--- src/rtl/ysyx_24100005_pkg.sv ---
// Shared definitions for the ysyx_24100005 key/value lookup blocks.
// A table entry is a key followed by its data, packed MSB-first.
package ysyx_24100005_pkg;

  function automatic int pair_len(input int key_len, input int data_len);
    return key_len + data_len;
  endfunction

endpackage

--- src/rtl/ysyx_24100005_mux_key_with_default_if.sv ---
// Lookup bus: key, table and fallback toward the mux; results back to the consumer.
interface ysyx_24100005_mux_key_with_default_if
  import ysyx_24100005_pkg::*;
#(
  parameter int NR_KEY   = 2,
  parameter int KEY_LEN  = 1,
  parameter int DATA_LEN = 1
);
  localparam int PAIR_LEN = pair_len(KEY_LEN, DATA_LEN);

  logic [KEY_LEN-1:0]         key;
  logic [DATA_LEN-1:0]        default_out;
  logic [NR_KEY*PAIR_LEN-1:0] lut;
  logic [DATA_LEN-1:0]        out;
  logic                       hit;
  logic [DATA_LEN-1:0]        out_q;
  logic                       hit_q;

  modport master (
    output key, default_out, lut,
    input  out, hit, out_q, hit_q
  );

  modport slave (
    input  key, default_out, lut,
    output out, hit, out_q, hit_q
  );
endinterface

--- src/rtl/ysyx_24100005_mux_key_core.sv ---
// Unpacks the key/data table, compares every entry against the key and
// OR-reduces the data of all matching entries.
module ysyx_24100005_mux_key_core
  import ysyx_24100005_pkg::*;
#(
  parameter int NR_KEY   = 2,
  parameter int KEY_LEN  = 1,
  parameter int DATA_LEN = 1
) (
  input  logic [KEY_LEN-1:0]                                key,
  input  logic [NR_KEY*pair_len(KEY_LEN, DATA_LEN)-1:0]     lut,
  output logic [DATA_LEN-1:0]                               or_data,
  output logic                                              hit
);
  localparam int PAIR_LEN = pair_len(KEY_LEN, DATA_LEN);

  logic [NR_KEY-1:0]   match;
  logic [DATA_LEN-1:0] masked [NR_KEY];

  genvar gi;
  generate
    for (gi = 0; gi < NR_KEY; gi++) begin : g_entry
      logic [KEY_LEN-1:0]  entry_key;
      logic [DATA_LEN-1:0] entry_data;

      assign entry_key  = lut[gi*PAIR_LEN+DATA_LEN +: KEY_LEN];
      assign entry_data = lut[gi*PAIR_LEN +: DATA_LEN];
      assign match[gi]  = (key == entry_key);
      // AND-mask rather than a mux so an unknown match bit propagates as-is.
      assign masked[gi] = entry_data & {DATA_LEN{match[gi]}};
    end
  endgenerate

  always_comb begin
    or_data = '0;
    for (int i = 0; i < NR_KEY; i++) begin
      or_data = or_data | masked[i];
    end
  end

  assign hit = |match;

endmodule

--- src/rtl/ysyx_24100005_mux_key_with_default.sv ---
// Key lookup with fallback value: combinational result plus a registered copy
// (asynchronously cleared) for pipelined consumers.
module ysyx_24100005_mux_key_with_default
  import ysyx_24100005_pkg::*;
#(
  parameter int NR_KEY   = 2,
  parameter int KEY_LEN  = 1,
  parameter int DATA_LEN = 1
) (
  input  logic                                       clk,
  input  logic                                       rst,
  ysyx_24100005_mux_key_with_default_if.slave        bus
);
  logic [DATA_LEN-1:0] or_data;
  logic                hit_d;
  logic [DATA_LEN-1:0] out_d;
  logic [DATA_LEN-1:0] out_q;
  logic                hit_q;

  ysyx_24100005_mux_key_core #(
    .NR_KEY  (NR_KEY),
    .KEY_LEN (KEY_LEN),
    .DATA_LEN(DATA_LEN)
  ) u_core (
    .key    (bus.key),
    .lut    (bus.lut),
    .or_data(or_data),
    .hit    (hit_d)
  );

  assign out_d = hit_d ? or_data : bus.default_out;

  always_ff @(posedge clk or posedge rst) begin
    if (rst) begin
      out_q <= '0;
      hit_q <= 1'b0;
    end else begin
      out_q <= out_d;
      hit_q <= hit_d;
    end
  end

  assign bus.out   = out_d;
  assign bus.hit   = hit_d;
  assign bus.out_q = out_q;
  assign bus.hit_q = hit_q;

endmodule

--- src/flat_wrapper.sv ---
// flat-port wrapper written by rule: the top's interface ports become plain ports
module ysyx_24100005_mux_key_with_default_flat import ysyx_24100005_pkg::*;
#(
  parameter int NR_KEY   = 2,
  parameter int KEY_LEN  = 1,
  parameter int DATA_LEN = 1
)
  (clk, rst, bus_key, bus_default_out, bus_lut, bus_out, bus_hit, bus_out_q, bus_hit_q);
  ysyx_24100005_mux_key_with_default_if #(.NR_KEY(NR_KEY), .KEY_LEN(KEY_LEN), .DATA_LEN(DATA_LEN)) bus_i ();
  input  logic clk;
  input  logic rst;
  input wire logic [$bits(bus_i.key)-1:0] bus_key;
  input wire logic [$bits(bus_i.default_out)-1:0] bus_default_out;
  input wire logic [$bits(bus_i.lut)-1:0] bus_lut;
  output wire logic [$bits(bus_i.out)-1:0] bus_out;
  output wire logic [$bits(bus_i.hit)-1:0] bus_hit;
  output wire logic [$bits(bus_i.out_q)-1:0] bus_out_q;
  output wire logic [$bits(bus_i.hit_q)-1:0] bus_hit_q;
  assign bus_i.key = bus_key;
  assign bus_i.default_out = bus_default_out;
  assign bus_i.lut = bus_lut;
  assign bus_out = bus_i.out;
  assign bus_hit = bus_i.hit;
  assign bus_out_q = bus_i.out_q;
  assign bus_hit_q = bus_i.hit_q;
  ysyx_24100005_mux_key_with_default #(.NR_KEY(NR_KEY), .KEY_LEN(KEY_LEN), .DATA_LEN(DATA_LEN)) u_core (.clk(clk), .rst(rst), .bus(bus_i));
endmodule
--- config.mk ---
export PLATFORM = sky130hd
export DESIGN_NAME = ysyx_24100005_mux_key_with_default_flat
export DESIGN_NICKNAME = d
export VERILOG_FILES = /design/src/rtl/ysyx_24100005_pkg.sv /design/src/rtl/ysyx_24100005_mux_key_with_default_if.sv /design/src/rtl/ysyx_24100005_mux_key_core.sv /design/src/rtl/ysyx_24100005_mux_key_with_default.sv /design/src/flat_wrapper.sv
export SDC_FILE = /design/constraint.sdc
export NUM_CORES = 1
export LEC_CHECK = 0
export ABC_AREA = 1
export CAP_MARGIN = 20
export CORE_AREA = 3 3 40 42
export CTS_BUF_LIST = sky130_fd_sc_hd__clkbuf_8
export DETAILED_ROUTE_END_ITERATION = 8
export DIE_AREA = 0 0 43 45
export MAX_ROUTING_LAYER = met4
export SLEW_MARGIN = 20
export SYNTH_ARGS = -nofsm -noshare
export SYNTH_HDL_FRONTEND = slang
export SYNTH_SLANG_ARGS = --single-unit
--- constraint.sdc ---
create_clock -name clk -period 0.8 [get_ports clk]
set_input_delay 0.08 -clock clk [delete_from_list [all_inputs] [get_ports clk]]
set_output_delay 0.08 -clock clk [all_outputs]
set_load 0.005 [all_outputs]
# Word level (Yosys, flattened, before mapping)
# Index checks and enable logic that the tools add are counted.
# Widths: inputs -> output; s select.
[op_classes] eq_ne=2 mux=1 bitwise=3 reduce_logical=1
[ops] operator="$and 1x1->1" n=2
[ops] operator="$eq 1x1->1" n=2
[ops] operator="$reduce_or 2->1" n=1
[ops] operator="$mux 1" n=1
[ops] operator="$or 1x1->1" n=1
[word_totals] regBits=2 input_bits=8 out_inout_bits=4 word_cells=9

# Logic depth before layout (Yosys ltp)
# Gate-level depths: netlist (run 1).
[logic_depth] depth_word=4 ltp_mapped=6

# Cells and area by module
# From an unflattened synthesis (run 1), not the netlist that was laid out.
[unflattened] cells_unflattened=20 area_unflattened_um2=120.1
[by_module_without_submodules] mod="ysyx_24100005_mux_key_with_default" instances=1 cells_per_inst=7 area_per_inst_um2=68.8 seq_area_each_um2=50.0
[by_module_without_submodules] mod="ysyx_24100005_mux_key_core" instances=1 cells_per_inst=13 area_per_inst_um2=51.3 seq_area_each_um2=0.0

# Worst setup path after synthesis (run 1)
# No wires, ideal clock.
[synth_timing] path_type="in2reg" startpoint="input bus_key" endpoint="register u_core.out_q (netlist: u_core.bus.out_q)" setup_time_ns=0.122 arrival_time_ns=0.383 t_required_ns=0.678 setup_slack_ns=0.295 cell_stages=6 cell_sequence="inv_2 -> nand2_2 -> nand3_1 -> nand2_1 -> inv_1 -> nand2_2"
[synth_between] elab_chain_cells=4 word_cells_on_any_way=7 classes_between="eq/ne: 2; mux: 1; bitwise: 3; reduce/logical: 1"
[synth_lines] item="start: declaration" line="flat_wrapper.sv:12" source="input wire logic [$bits(bus_i.key)-1:0] bus_key;"
[synth_lines] item="$eq 1x1->1" line="ysyx_24100005_mux_key_core.sv:28" source="assign match[gi] = (key == entry_key);"
[synth_lines] item="$and 1x1->1" line="ysyx_24100005_mux_key_core.sv:30" source="assign masked[gi] = entry_data & {DATA_LEN{match[gi]}};"
[synth_lines] item="$or 1x1->1" line="ysyx_24100005_mux_key_core.sv:37" source="or_data = or_data | masked[i];"
[synth_lines] item="$mux 1 (*)" line="ysyx_24100005_mux_key_with_default.sv:31" source="assign out_d = hit_d ? or_data : bus.default_out;"
[synth_lines] item="via bus_out" line="flat_wrapper.sv:15" source="output wire logic [$bits(bus_i.out)-1:0] bus_out;"
[synth_lines] item="end signal: assignment" line="ysyx_24100005_mux_key_with_default.sv:38" source="out_q <= out_d;"
[synth_lines] item="end: declaration" line="ysyx_24100005_mux_key_with_default.sv:17" source="logic [DATA_LEN-1:0] out_q;"
# The timed path passes the listed nets; every way through them passes the cells marked *.

# Worst setup path in the final report (run 1)
[layout_timing] startpoint="register u_core.hit_q (netlist: u_core.bus.hit_q)" endpoint="output bus_hit_q"
[layout_rtl] item="start: declaration" line="ysyx_24100005_mux_key_with_default.sv:18" source="logic hit_q;"
[layout_rtl] item="start signal: assignment" line="ysyx_24100005_mux_key_with_default.sv:39" source="hit_q <= hit_d;"
[layout_rtl] item="end: declaration" line="flat_wrapper.sv:18" source="output wire logic [$bits(bus_i.hit_q)-1:0] bus_hit_q;"
# No word-level cell between the ends.

==> results of run 1 <==
-- final cells by class --
| type | count | area (µm²) | area share (%) |
|---|---|---|---|
| inverter | 5 | 21.3 | 7.02 |
| timing repair buffer | 11 | 80.1 | 26.4 |
| tap | 15 | 18.8 | 6.20 |
| multi-input combinational | 12 | 91.3 | 30.2 |
| sequential | 2 | 50.0 | 16.5 |
| clock buffer | 3 | 41.3 | 13.6 |
-- cells in the final DEF, fill, tap and decap left out, drive strengths merged --
master	instances
nand3	3
clkdlybuf4s50	1
inv	5
nand2	9
buf	7
dlygate4sd2	3
clkbuf	3
dfrtp	2
-- metrics by stage --
stage,TNS (ps),hold WS (ps)
after CTS,0,21.4
after global placement,-1910,241
after detailed placement,-1940,243
after global routing,-7.45,54.8
final,0,24.4
after floorplan,0,-179
-- kinds of logic after synthesis --
kind of cell | after synthesis | share of synthesized area (%)
and+or+nand+nor | 12 | 47.1
buffers and inverters | 5 | 14.4
DFF | 2 | 38.5
-- repair_timing --
item / 4_1_cts / 5_1_grt
setup endpoints to repair: 5 / 1
resized for setup: 36 / 9
pin swaps: 3 / 2
-- how the worst min path moves through the flow --
| stage | to | start | depth (start not counted) |
|---|---|---|---|
| after floorplan | u_core.bus.hit_q | rst | 1 |
| after global placement | u_core.bus.hit_q | rst | 2 |
| after detailed placement | u_core.bus.hit_q | rst | 2 |
| after CTS | u_core.bus.out_q | rst | 2 |
| after global routing | u_core.bus.out_q | rst | 2 |
| final | u_core.bus.out_q | rst | 2 |
-- state kept, by name, summed over array words and instances (netlist names) --
register,cells
u_core.bus.hit_q,1
u_core.bus.out_q,1
-- per-layer routing --
layer,up-vias,track usage (%),part of all wire [%]
li1,83,-,-
met1,69,5.04,41
met2,12,5.69,41
met3,0,2.79,18
met4,0,7.23,0
met5,-,-,0
-- where the power goes --
part / switching [mW] / internal (mW)
Sequential: 0.00160 / 0.111
Combinational: 0.0568 / 0.0577
Clock: 0.0712 / 0.317
==> results.cfg, run 1 <==
[status]
status = finished clean

[floorplanning]
dieHeight_um = 45
die_width_um = 43
core_area_um2 = 1280
die_area_um2 = 1940
initial_core_util_pct = 10.1
ios = 12
rows = 13

[pwr]
total_power_uw = 615
powerDensity_nw_per_um2 = 2030
max-vdd-ir-drop_v = 0.000329
p_leak_nw = 0.161

[logic_synthesis]
synthTopCellsByCount = nand2_1 (6), inv_1 (4), nand2_2 (3), dfrtp_1 (2), nand3_1 (2)
yosys-top-cells-area = dfrtp_1 (38%), nand2_1 (17%), nand2_2 (14%)
yosys_register_bits = 2
synth_ff_type = dfrtp_1
synth_cells = 19
syn_nets = 27
yosys.area.top_type = dfrtp_1
postSynth.asyncResetShare_pct = 100
yosysMostFrequentCell = nand2_1
synth_edf_count = 0
synth_top_area_share_pct = 38.5
synth_area_um2 = 130
ys_types = 7
ys_seq_area_share_pct = 38.5
yosysWarnings = 0
synth_area_per_cell_um2 = 6.85

[clocking]
cts_tree = done
clock_sinks = 2
postCtsHoldBufs = 0
clk_pin_slew_ps = 30
post_cts_buffers = 0
root_buffer = clkbuf_8
clock_path_buffers = 2
h-tree-depth = 1
numCtsBuffers = 3

[global_routing]
grt_max_degree = 4
overflow = 0
grtUsageTotal_pct = 5.05
grt_pass1_wl_um = 634
grt_pass1_vias = 154
grt_antenna_before_repair = 0

[worst_setup_path]
crit_path_cell_trace = buf_2
critPathMaxFanout = 1
critical_path.slowest_cell = dfrtp_1
end_kind = output port
criticalPathCategory = flop to output port
worst-path-stages = 1
cp.required_ps = 720
endpoint = bus_hit_q
startpoint = u_core.bus.hit_q
crit_family = flip-flops
crit_path_max_incr_delay_ps = 340
cp_data_arrival_time_ps = 670
start_kind = flop
cp_num_buf_inv = 1

[sta]
finalSetupViolCount = 0
setup_ws_ps = 51.6
fin_crit_sh_pct = 93.6
hold_viol = 0
slew_headroom_pct = 94.4
fmax_ghz = 1.34
worst_pin_slew_ps = 84.1
period_minus_slack_ps = 748
drv_slew = 0

[drt]
ant_nets = 0
firstDrtPassIters = 2
drc = 0
drt_wl_total_um = 373
vias = 164
wl_per_cell_um = 7.77
drt_iter0_drc = 1
route.detailed.vias_per_inst = 3.42

[placed_design]
dp_slack_ps = -721
place_area_um2 = 259
dpl.hpwl_um = 286
gp_congestion = 0.645
dp.cells = 45
io_buffers = 11

[cells_and_area]
drive_above_1_share_pct = 72.7
nets = 43
diodes = 0
syn2layout_area_growth_pct = 133
fin_area_um2 = 303
final_util_pct = 23.6
fillers = 144
fin_cells = 48

[worst_hold_path]
worst_hold_path_type = primary input to asynchronous set/reset pin

[flow_run]
max_cap_violations = 0
Note: power is estimated with default switching activity, not from simulation.
==> run 2, diff against run 1 <==
==> constraint.sdc (replaced) <==
create_clock -name clk -period 0.8 [get_ports clk]
set_input_delay 0.08 -clock clk [delete_from_list [all_inputs] [get_ports clk]]
set_output_delay 0.08 -clock clk [all_outputs]
set_load 0.01 [all_outputs]
==> results.cfg, run 2 (synthesized netlist as in run 1, its figures left out) <==
[cells_and_area]
nets = 43
fin_cells = 48
reg_top3 = u_core.bus.hit_q (1), u_core.bus.out_q (1)
multi_input_area_um2 = 78.8
syn2layout_area_growth_pct = 123
fin_area_um2 = 290
regArea_um2 = 50.0
layout_common_cells = nand2_2 (6), buf_2 (5)
diodes = 0
final_util_pct = 22.6
layout_commonest_cell = nand2_2
drive_above_1_share_pct = 63.6
fillers = 159

[clocking]
postCtsHoldBufs = 0
clock_path_buffers = 2
clock_sinks = 2
h-tree-depth = 1
cts_tree = done
clk_pin_slew_ps = 30
root_buffer = clkbuf_8
numCtsBuffers = 3
post_cts_buffers = 0

[worst_setup_path]
start_kind = primary input
critPathMaxFanout = 2
endpoint = bus_out
cp.required_ps = 720
cp_data_arrival_time_ps = 680
criticalPathCategory = primary input to output port
end_kind = output port
startpoint = bus_lut[3]

[floorplanning]
initial_core_util_pct = 10.1
ios = 12
die_width_um = 43
dieHeight_um = 45
core_area_um2 = 1280
die_area_um2 = 1940
rows = 13

[sta]
fin_crit_sh_pct = 95.1
setup_ws_ps = 39.6
hold_viol = 0
worst_pin_slew_ps = 118
drv_slew = 0
hold_ws_ps = 32.9
slew_headroom_pct = 92.1
fin_setup_tns_ps = 0
period_minus_slack_ps = 760
rsz0062_at_grt = true
finalSetupViolCount = 0
fmax_ghz = 1.32

[pwr]
max-vdd-ir-drop_v = 0.000367
p_leak_nw = 0.154
total_power_uw = 613
powerDensity_nw_per_um2 = 2110

[drt]
vias = 162
wl_per_cell_um = 7.54
firstDrtPassIters = 1
ant_nets = 0
drt_iter0_drc = 0
drc = 0
drt_wl_total_um = 362
route.detailed.vias_per_inst = 3.38

[flow_run]
max_cap_violations = 0

[global_routing]
grt_max_degree = 4
grt_pass1_vias = 164
grt_pass1_wl_um = 614
grtUsageTotal_pct = 5.31
grt_antenna_before_repair = 0
overflow = 0

[placed_design]
dp.cells = 45
gp_congestion = 0.631
place_area_um2 = 259
io_buffers = 11
dp_slack_ps = -751

[status]
status = finished clean

[worst_hold_path]
worst_hold_path_type = primary input to asynchronous set/reset pin
## run 2: metal layers
layer / GRT usage, % / vias up / routed length (µm) / share of wire, %
met5: - / - / 0 / 0
met4: 7.23 / 0 / 0 / 0
met3: 3.98 / 0 / 61 / 17
met2: 5.69 / 12 / 147 / 41
met1: 5.05 / 67 / 153 / 42
li1: - / 83 / - / -
## run 2: where the power goes
part	internal [mW]	total, mW	switching, mW
registers	0.111	0.112	0.00143
clock network	0.317	0.389	0.0717
logic	0.0544	0.112	0.0572
total	0.483	0.613	0.130
## run 2: critical path, cell delays in order
cell	delay (ps)
buf_2	110
inv_1	40
nand2_1	80
nand3_2	90
nand2_1	50
inv_1	60
nand2_2	60
buf_6	120
## run 2: how the worst min path moves through the flow
stage          slack (ps)          endpoint
2_1_floorplan        -180  u_core.bus.hit_q
3_3_place_gp          240  u_core.bus.hit_q
3_5_place_dp          240  u_core.bus.hit_q
4_1_cts                30  u_core.bus.out_q
5_1_grt                50  u_core.bus.out_q
6_report               30  u_core.bus.out_q
## run 2: area by class of cell
cell class	count	share of cell area [%]
Clock buffer	3	14.2
Inverter	5	7.33
Multi-Input combinational cell	12	27.2
Sequential cell	2	17.2
Tap cell	15	6.47
Timing Repair Buffer	11	27.6
## run 2: repair_timing
action / CTS / global route
hold endpoints to repair: 0 / 0
setup endpoints to repair: 5 / 2
gates resized for setup: 35 / 5
pin swaps: 4 / 2
